<file path="config.mk">
export PLATFORM = sky130hd
export DESIGN_NAME = rx_msg_reg
export DESIGN_NICKNAME = d
export VERILOG_FILES = /design/src/rtl/hangman_rx_pkg.sv /design/src/rtl/rx_letter_fifo.sv /design/src/rtl/rx_msg_reg.sv
export SDC_FILE = /design/constraint.sdc
export NUM_CORES = 1
export LEC_CHECK = 0
export CAP_MARGIN = 20
export CORE_MARGIN = 2
export CORE_UTILIZATION = 57
export DETAILED_ROUTE_END_ITERATION = 12
export HOLD_SLACK_MARGIN = 0.03
export PLACE_DENSITY = 0.81
export RECOVER_POWER = 50
export SLEW_MARGIN = 20
export SYNTH_ARGS = -nofsm -noshare
export SYNTH_HDL_FRONTEND = slang
export SYNTH_SLANG_ARGS = --single-unit
</file>
<file path="constraint.sdc">
create_clock -name clk -period 2.5 [get_ports clk]
set_input_delay 0.5 -clock clk [delete_from_list [all_inputs] [get_ports clk]]
set_output_delay 0.5 -clock clk [all_outputs]
set_load 0.01 [all_outputs]
</file>
<file path="src/rtl/hangman_rx_pkg.sv">
// ---------------------------------------------------------------------------
// hangman_rx_pkg : shared states, ASCII bounds and letter classifiers
// Revision: 1.0
// ---------------------------------------------------------------------------
`default_nettype none

package hangman_rx_pkg;

  typedef enum logic [1:0] {
    IDLE  = 2'b00,
    CHECK = 2'b01,
    PUSH  = 2'b10,
    ERROR = 2'b11
  } rx_state_t;

  localparam logic [7:0] ASCII_UP_LO = 8'h41;
  localparam logic [7:0] ASCII_UP_HI = 8'h5A;
  localparam logic [7:0] ASCII_LO_LO = 8'h61;
  localparam logic [7:0] ASCII_LO_HI = 8'h7A;
  localparam int         CASE_BIT    = 5;

  function automatic logic is_upper(input logic [7:0] b);
    return (b >= ASCII_UP_LO) && (b <= ASCII_UP_HI);
  endfunction

  function automatic logic is_lower(input logic [7:0] b);
    return (b >= ASCII_LO_LO) && (b <= ASCII_LO_HI);
  endfunction

endpackage

`default_nettype wire

</file>
<file path="src/rtl/rx_letter_fifo.sv">
// ---------------------------------------------------------------------------
// rx_letter_fifo : first-word fall-through letter FIFO, zero output when empty
// Revision: 1.0
// ---------------------------------------------------------------------------
`default_nettype none

module rx_letter_fifo #(
  parameter int DEPTH = 4
) (
  input  logic       clk,
  input  logic       nRst,
  input  logic       i_push,
  input  logic [7:0] i_wdata,
  input  logic       i_pop,
  output logic [7:0] o_rdata,
  output logic       o_valid,
  output logic       o_full
);

  localparam int           AW     = $clog2(DEPTH);
  localparam logic [AW:0]  C_FULL = (AW + 1)'(DEPTH);

  logic [7:0]    r_mem [DEPTH];
  logic [AW-1:0] r_wr_ptr;
  logic [AW-1:0] r_rd_ptr;
  logic [AW:0]   r_count;
  logic          w_push;
  logic          w_pop;

  assign o_valid = (r_count != '0);
  assign o_full  = (r_count == C_FULL);
  assign w_pop   = i_pop & o_valid;
  assign w_push  = i_push & ~o_full;
  assign o_rdata = o_valid ? r_mem[r_rd_ptr] : 8'h00;

  always_ff @(posedge clk) begin
    if (w_push) begin
      r_mem[r_wr_ptr] <= i_wdata;
    end
  end

  // Power-of-two depth lets the pointers wrap by natural overflow.
  always_ff @(posedge clk or negedge nRst) begin
    if (!nRst) begin
      r_wr_ptr <= '0;
      r_rd_ptr <= '0;
      r_count  <= '0;
    end else begin
      if (w_push) r_wr_ptr <= r_wr_ptr + 1'b1;
      if (w_pop)  r_rd_ptr <= r_rd_ptr + 1'b1;
      case ({w_push, w_pop})
        2'b10:   r_count <= r_count + 1'b1;
        2'b01:   r_count <= r_count - 1'b1;
        default: r_count <= r_count;
      endcase
    end
  end

endmodule

`default_nettype wire

</file>
<file path="src/rtl/rx_msg_reg.sv">
// ---------------------------------------------------------------------------
// rx_msg_reg : validates received bytes as A-Z letters and queues them
// Optional lowercase folding: RX_LOWER_FOLD_EN. Revision: 1.0
// ---------------------------------------------------------------------------
`default_nettype none

module rx_msg_reg
  import hangman_rx_pkg::*;
#(
  parameter int          DEPTH    = 4,
  parameter logic [23:0] ERR_HOLD = 24'd10_000_000,
  parameter int          CNT_W    = 8
) (
  input  logic             clk,
  input  logic             nRst,
  input  logic [7:0]       rx_byte,
  input  logic             rx_ready,
  input  logic             rx_err,
  input  logic             letter_ack,
  output logic [7:0]       letter,
  output logic             letter_valid,
  output logic             full,
  output logic             red,
  output logic [CNT_W-1:0] err_count
);

  localparam logic [7:0] C_CASE_MASK = ~(8'h01 << CASE_BIT);

  rx_state_t        r_state;
  logic [7:0]       r_cap_byte;
  logic             r_cap_err;
  logic [23:0]      r_hold;
  logic [CNT_W-1:0] r_err_count;

  logic             w_legal;
  logic [7:0]       w_fold_byte;
  logic             w_push;
  logic             w_drop;
  logic             w_err_evt;
  logic [1:0]       w_inc;
  logic [CNT_W:0]   w_err_sum;

`ifdef RX_LOWER_FOLD_EN
  assign w_legal     = is_upper(r_cap_byte) | is_lower(r_cap_byte);
  assign w_fold_byte = is_lower(r_cap_byte) ? (r_cap_byte & C_CASE_MASK) : r_cap_byte;
`else
  assign w_legal     = is_upper(r_cap_byte);
  assign w_fold_byte = r_cap_byte;
`endif

  assign w_push    = (r_state == PUSH);
  assign w_err_evt = (r_state == ERROR);
  assign w_drop    = rx_ready & (r_state != IDLE);
  assign w_inc     = {1'b0, w_err_evt} + {1'b0, w_drop};
  assign w_err_sum = {1'b0, r_err_count} + (CNT_W + 1)'(w_inc);

  assign red       = (r_hold != '0);
  assign err_count = r_err_count;

  rx_letter_fifo #(
    .DEPTH (DEPTH)
  ) u_fifo (
    .clk     (clk),
    .nRst    (nRst),
    .i_push  (w_push),
    .i_wdata (w_fold_byte),
    .i_pop   (letter_ack),
    .o_rdata (letter),
    .o_valid (letter_valid),
    .o_full  (full)
  );

  // Occupancy is judged in CHECK; a same-cycle pop does not reopen a slot.
  always_ff @(posedge clk or negedge nRst) begin
    if (!nRst) begin
      r_state    <= IDLE;
      r_cap_byte <= 8'h00;
      r_cap_err  <= 1'b0;
    end else begin
      case (r_state)
        IDLE: begin
          if (rx_ready) begin
            r_cap_byte <= rx_byte;
            r_cap_err  <= rx_err;
            r_state    <= CHECK;
          end
        end
        CHECK: begin
          if (r_cap_err || !w_legal || full) r_state <= ERROR;
          else                               r_state <= PUSH;
        end
        PUSH:    r_state <= IDLE;
        ERROR:   r_state <= IDLE;
        default: r_state <= IDLE;
      endcase
    end
  end

  // Error events and busy drops share the retriggerable hold and the counter.
  always_ff @(posedge clk or negedge nRst) begin
    if (!nRst) begin
      r_hold      <= '0;
      r_err_count <= '0;
    end else begin
      if (w_err_evt || w_drop) begin
        r_hold <= ERR_HOLD;
      end else if (r_hold != '0) begin
        r_hold <= r_hold - 24'd1;
      end
      if (w_err_sum[CNT_W]) r_err_count <= '1;
      else                  r_err_count <= w_err_sum[CNT_W-1:0];
    end
  end

endmodule

`default_nettype wire

</file>
==> metrics.log <==
[metrics] result of the run: finished, final reports clean
[metrics] number of antenna violations at the first check in global routing: 0
[metrics] Crit path arrival time: approximately 1.8 ns
[metrics] Post-CTS Setup Inserts: 0
[metrics] XOR/XNOR Fraction of Synth Area: 0.0487
[metrics] buffer type at the clock tree root: sky130_fd_sc_hd__clkbuf_8
[metrics] Worst-Margin Slew: about 1.3 ns
[metrics] count of flip-flops with a built-in enable after synthesis: 32
[metrics] unrepaired setup endpoints after global routing: false
[metrics] height of the die: around 85 um
[metrics] crit path max fanout: 5
[metrics] Num Clock Sinks: about 80
[metrics] power density normalized to cell area: ~1100 nW/um^2
[metrics] CTS tree: done
[metrics] required time reported for the critical path endpoint: about 2 ns
[metrics] remaining max-slew budget at the tightest pin: 0.155
[metrics] global-route wire length before repair: roughly 12 mm
[metrics] Inserted Diodes: 0
[metrics] area share of the largest cell type after synthesis: 0.331
[metrics] number of remaining DRC errors: 0
[metrics] dominant combinational cell family by area after synthesis: simple AND/OR/NAND/NOR gates
[metrics] Die Footprint: 7290 sq um
[metrics] I/O pin total: 32
[metrics] top post-synthesis cells by area: sky130_fd_sc_hd__dfrtp_1 33%, sky130_fd_sc_hd__edfxtp_1 25%, sky130_fd_sc_hd__mux4_2 4.8%
[metrics] Worst setup SP type: flop
[metrics] last weighted congestion value of the routability-driven placer: ~0.84
[metrics] leading area contributor after synthesis: sky130_fd_sc_hd__dfrtp_1
[metrics] post-synthesis mux area share: 0.0799
[metrics] Hold Path Class: input port to async pin
[metrics] Compound-Gate Fraction of Synth Area: 0.0544
[metrics] post-layout util: 0.690
[metrics] count of endpoints failing hold in the final timing report: 0
[metrics] width of the die: around 85 um
[metrics] number of cells produced by synthesis: 301
[metrics] period utilisation layout: 0.930
[metrics] number of DRC violations after detailed-routing iteration 0: between 100 and 150
[metrics] final-layout fill cell count: 500
[metrics] largest net degree at the start of global routing: 25
[metrics] Num CTS Buffers: 9
[metrics] post-layout min period: around 2.3 ns
[metrics] path type of the worst setup path: flop to output port
[metrics] Fin Setup TNS: 0 ns
[metrics] first-pass iteration count of the detailed router: 4
[metrics] clock transition time at the flip-flop clock pins of the worst setup and hold paths: roughly 0.090 ns
[metrics] VDD IR-drop max: about 640 uV
[metrics] Overall Global Routing Usage: 0.208
[metrics] leakage component of the power: 1.69 nW
[metrics] via count of the first global-routing pass: about 2500
[metrics] Clock Latency Late Sink: 0.36 ns
[metrics] Max-cap violations: 0
[metrics] Peak Freq: approximately 430 MHz
[metrics] area of the mapped netlist: around 3800 sq um
[metrics] DPL Wire Length: between 4 and 5 mm
[metrics] starting density of the core: 0.591
[metrics] count of different cell masters after synthesis: 50
[metrics] CORE AREA: ~6400 sq um
[metrics] total detailed-routing wirelength: between 6 and 7 mm
[metrics] share of final-layout standard cells stronger than drive strength 1: 0.149
[metrics] register bit total from synthesis: between 80 and 90
[metrics] detail-routed via count per cell: about 5.7
[metrics] number of port buffers: 31
[metrics] number of vias after detailed routing: ~2400
[metrics] skew final: between 0.01 and 0.015 ns
[metrics] top_reg_cell synth: sky130_fd_sc_hd__dfrtp_1
[metrics] final-report setup violation count: 0
[metrics] post-synthesis net count: 324
[metrics] fraction of the mapped netlist area in simple logic gates: 0.174
[metrics] sort of element at the end of the critical path: output port
[metrics] routed length per placed instance: ~16 um
[metrics] grt ovf: 0
[metrics] residual antenna-violating net count after detailed routing: 0
[metrics] max-slew violation total from the final report: 0
[metrics] number of nets in the finished design: roughly 370
[metrics] fraction of the yosys area taken by sequential cells: 0.586
[metrics] area growth from synthesis to layout: 16.7%
[metrics] Syn. warnings: 0
[metrics] placement row count: 29
[metrics] Post-synth ARST share: 0.610
[metrics] post-synthesis share of cell area spent on full adders, half adders and majority gates: 0.0371
[metrics] maximum buffer depth of the clock tree: 2
[metrics] H-tree level count: 3
[metrics] syn avg cell area: roughly 13 sq um
[logic make-up (layout without fill, tap and decap cells)]
logic type	after synthesis	in the layout
simple gates	119	119
mux	19	19
flops	82	82
compound gates	32	32
xor+xnor	21	21
buf+inv	18	67
fa+ha+maj	10	10
[metal layers]
metal | GRT usage | share of wire | vias up
li1 | - | - | 1176
met1 | 0.251 | 0.41 | 1199
met2 | 0.354 | 0.52 | 53
met3 | 0.0554 | 0.042 | 12
met4 | 0.0895 | 0.019 | 0
met5 | 0 | 0 | -
[sequential cells by signal, summed over array words and instances, names as in the netlist]
| name | flops |
|---|---|
| r_state | 2 |
| u_fifo.r_mem | 32 |
| r_cap_byte | 8 |
| r_cap_err | 1 |
| u_fifo.r_wr_ptr | 2 |
| err_count | 8 |
| u_fifo.r_rd_ptr | 2 |
| r_hold | 24 |
| u_fifo.r_count | 3 |
[final timing paths]
path	from	endpoint	slack [ns]	cells past startpoint
max reg2reg	u_fifo.r_count[2]	u_fifo.r_count[2]	0.35	8
min in group clk	u_fifo.r_count[2]	u_fifo.r_count[2]	0.49	1
max in group asynchronous	nRst	err_count[0]	0.81	2
min reg2reg	u_fifo.r_count[2]	u_fifo.r_count[2]	0.49	1
max	r_hold[0]	red	0.18	6
min	nRst	u_fifo.r_wr_ptr[0]	0.40	1
[synthesized netlist by cell type, types with 3 or more instances]
cell type	number
sky130_fd_sc_hd__a21oi_1	9
sky130_fd_sc_hd__and2_1	14
sky130_fd_sc_hd__and3_1	3
sky130_fd_sc_hd__clkbuf_1	8
sky130_fd_sc_hd__dfrtp_1	50
sky130_fd_sc_hd__edfxtp_1	32
sky130_fd_sc_hd__ha_1	8
sky130_fd_sc_hd__inv_1	8
sky130_fd_sc_hd__mux2_2	9
sky130_fd_sc_hd__mux4_2	8
sky130_fd_sc_hd__nand2_1	19
sky130_fd_sc_hd__nand3_1	8
sky130_fd_sc_hd__nand4_1	3
sky130_fd_sc_hd__nor2_1	25
sky130_fd_sc_hd__nor2b_1	4
sky130_fd_sc_hd__nor3_1	10
sky130_fd_sc_hd__nor4_1	4
sky130_fd_sc_hd__o21ai_0	6
sky130_fd_sc_hd__o31ai_1	4
sky130_fd_sc_hd__or3_1	7
sky130_fd_sc_hd__or4_1	7
sky130_fd_sc_hd__xnor2_1	7
sky130_fd_sc_hd__xor2_1	14
[stage by stage]
| stage | hold slack (ns) | std cells | power (W) | cell area [sq um] | worst slack [ns] |
|---|---|---|---|---|---|
| 6_report | 0.396 | 427 | 0.00473 | 4410 | 0.175 |
| 4_1_cts | 0.121 | 427 | 0.00478 | 4400 | 0.107 |
| 3_3_place_gp | 0.483 | 411 | 0.00393 | 4230 | 0.208 |
| 3_5_place_dp | 0.478 | 411 | 0.00400 | 4230 | 0.163 |
| 5_1_grt | 0.520 | 427 | 0.00506 | 4410 | 0.0281 |
| 2_1_floorplan | 0.204 | 301 | 0.00329 | 3770 | 0.396 |
[power by group]
| part | switching, W | leakage (nW) | internal [W] | total (W) |
|---|---|---|---|---|
| registers | 0.000343 | 0.890 | 0.00182 | 0.00216 |
| clock network | 0.000488 | 0.0843 | 0.000363 | 0.000850 |
| logic | 0.000804 | 0.718 | 0.000909 | 0.00171 |
[repair_timing]
action,4_1_cts,5_1_grt
pin swaps,0,0
endpoints found under the setup margin,9,1
endpoints found under the hold margin,0,0
gates resized for setup,10,4
hold buffers,0,0
[layout make-up]
type | count | area (sq um) | area share
Clock buffer | 10 | 128 | 0.0290
Tap cell | 77 | 96.3 | 0.0219
Multi-Input combinational cell | 201 | 1510 | 0.343
Clock inverter | 6 | 42.5 | 0.00966
Inverter | 8 | 30.0 | 0.00682
Timing Repair Buffer | 43 | 384 | 0.0872
Sequential cell | 82 | 2210 | 0.502
[cells in the final DEF, fill, tap and decap left out, types with 2 or more instances in the layout]
cell,instances
sky130_fd_sc_hd__and3_1,3
sky130_fd_sc_hd__clkbuf_8,9
sky130_fd_sc_hd__o211ai_1,2
sky130_fd_sc_hd__edfxtp_1,32
sky130_fd_sc_hd__buf_4,8
sky130_fd_sc_hd__xnor2_1,7
sky130_fd_sc_hd__clkbuf_1,5
sky130_fd_sc_hd__nor3_2,5
sky130_fd_sc_hd__nand3_1,8
sky130_fd_sc_hd__mux4_2,8
sky130_fd_sc_hd__clkinv_4,2
sky130_fd_sc_hd__nor2_1,25
sky130_fd_sc_hd__nand2b_1,2
sky130_fd_sc_hd__inv_1,8
sky130_fd_sc_hd__and2_1,13
sky130_fd_sc_hd__or4_1,7
sky130_fd_sc_hd__xor2_1,14
sky130_fd_sc_hd__o21ai_0,6
sky130_fd_sc_hd__nand2_1,19
sky130_fd_sc_hd__ha_1,8
sky130_fd_sc_hd__nor2b_1,3
sky130_fd_sc_hd__or3_1,7
sky130_fd_sc_hd__nor3b_1,2
sky130_fd_sc_hd__clkdlybuf4s50_1,20
sky130_fd_sc_hd__dfrtp_1,50
sky130_fd_sc_hd__o21a_1,2
sky130_fd_sc_hd__nand4_1,3
sky130_fd_sc_hd__o31ai_1,4
sky130_fd_sc_hd__a21oi_1,9
sky130_fd_sc_hd__dlygate4sd2_1,9
sky130_fd_sc_hd__mux2i_1,2
sky130_fd_sc_hd__nor3_1,7
sky130_fd_sc_hd__mux2_2,9
sky130_fd_sc_hd__fa_1,2
sky130_fd_sc_hd__nor4_1,4
[worst max-delay path: stages, from the launching register on]
cell and delay [ns]:
sky130_fd_sc_hd__dfrtp_1 0.43, sky130_fd_sc_hd__inv_1 0.10, sky130_fd_sc_hd__ha_1 0.14, sky130_fd_sc_hd__nor2b_2 0.15, sky130_fd_sc_hd__nand4_1 0.11, sky130_fd_sc_hd__or2_1 0.27
sky130_fd_sc_hd__dlygate4sd2_1 0.29
(Power assumes the default switching activity.)
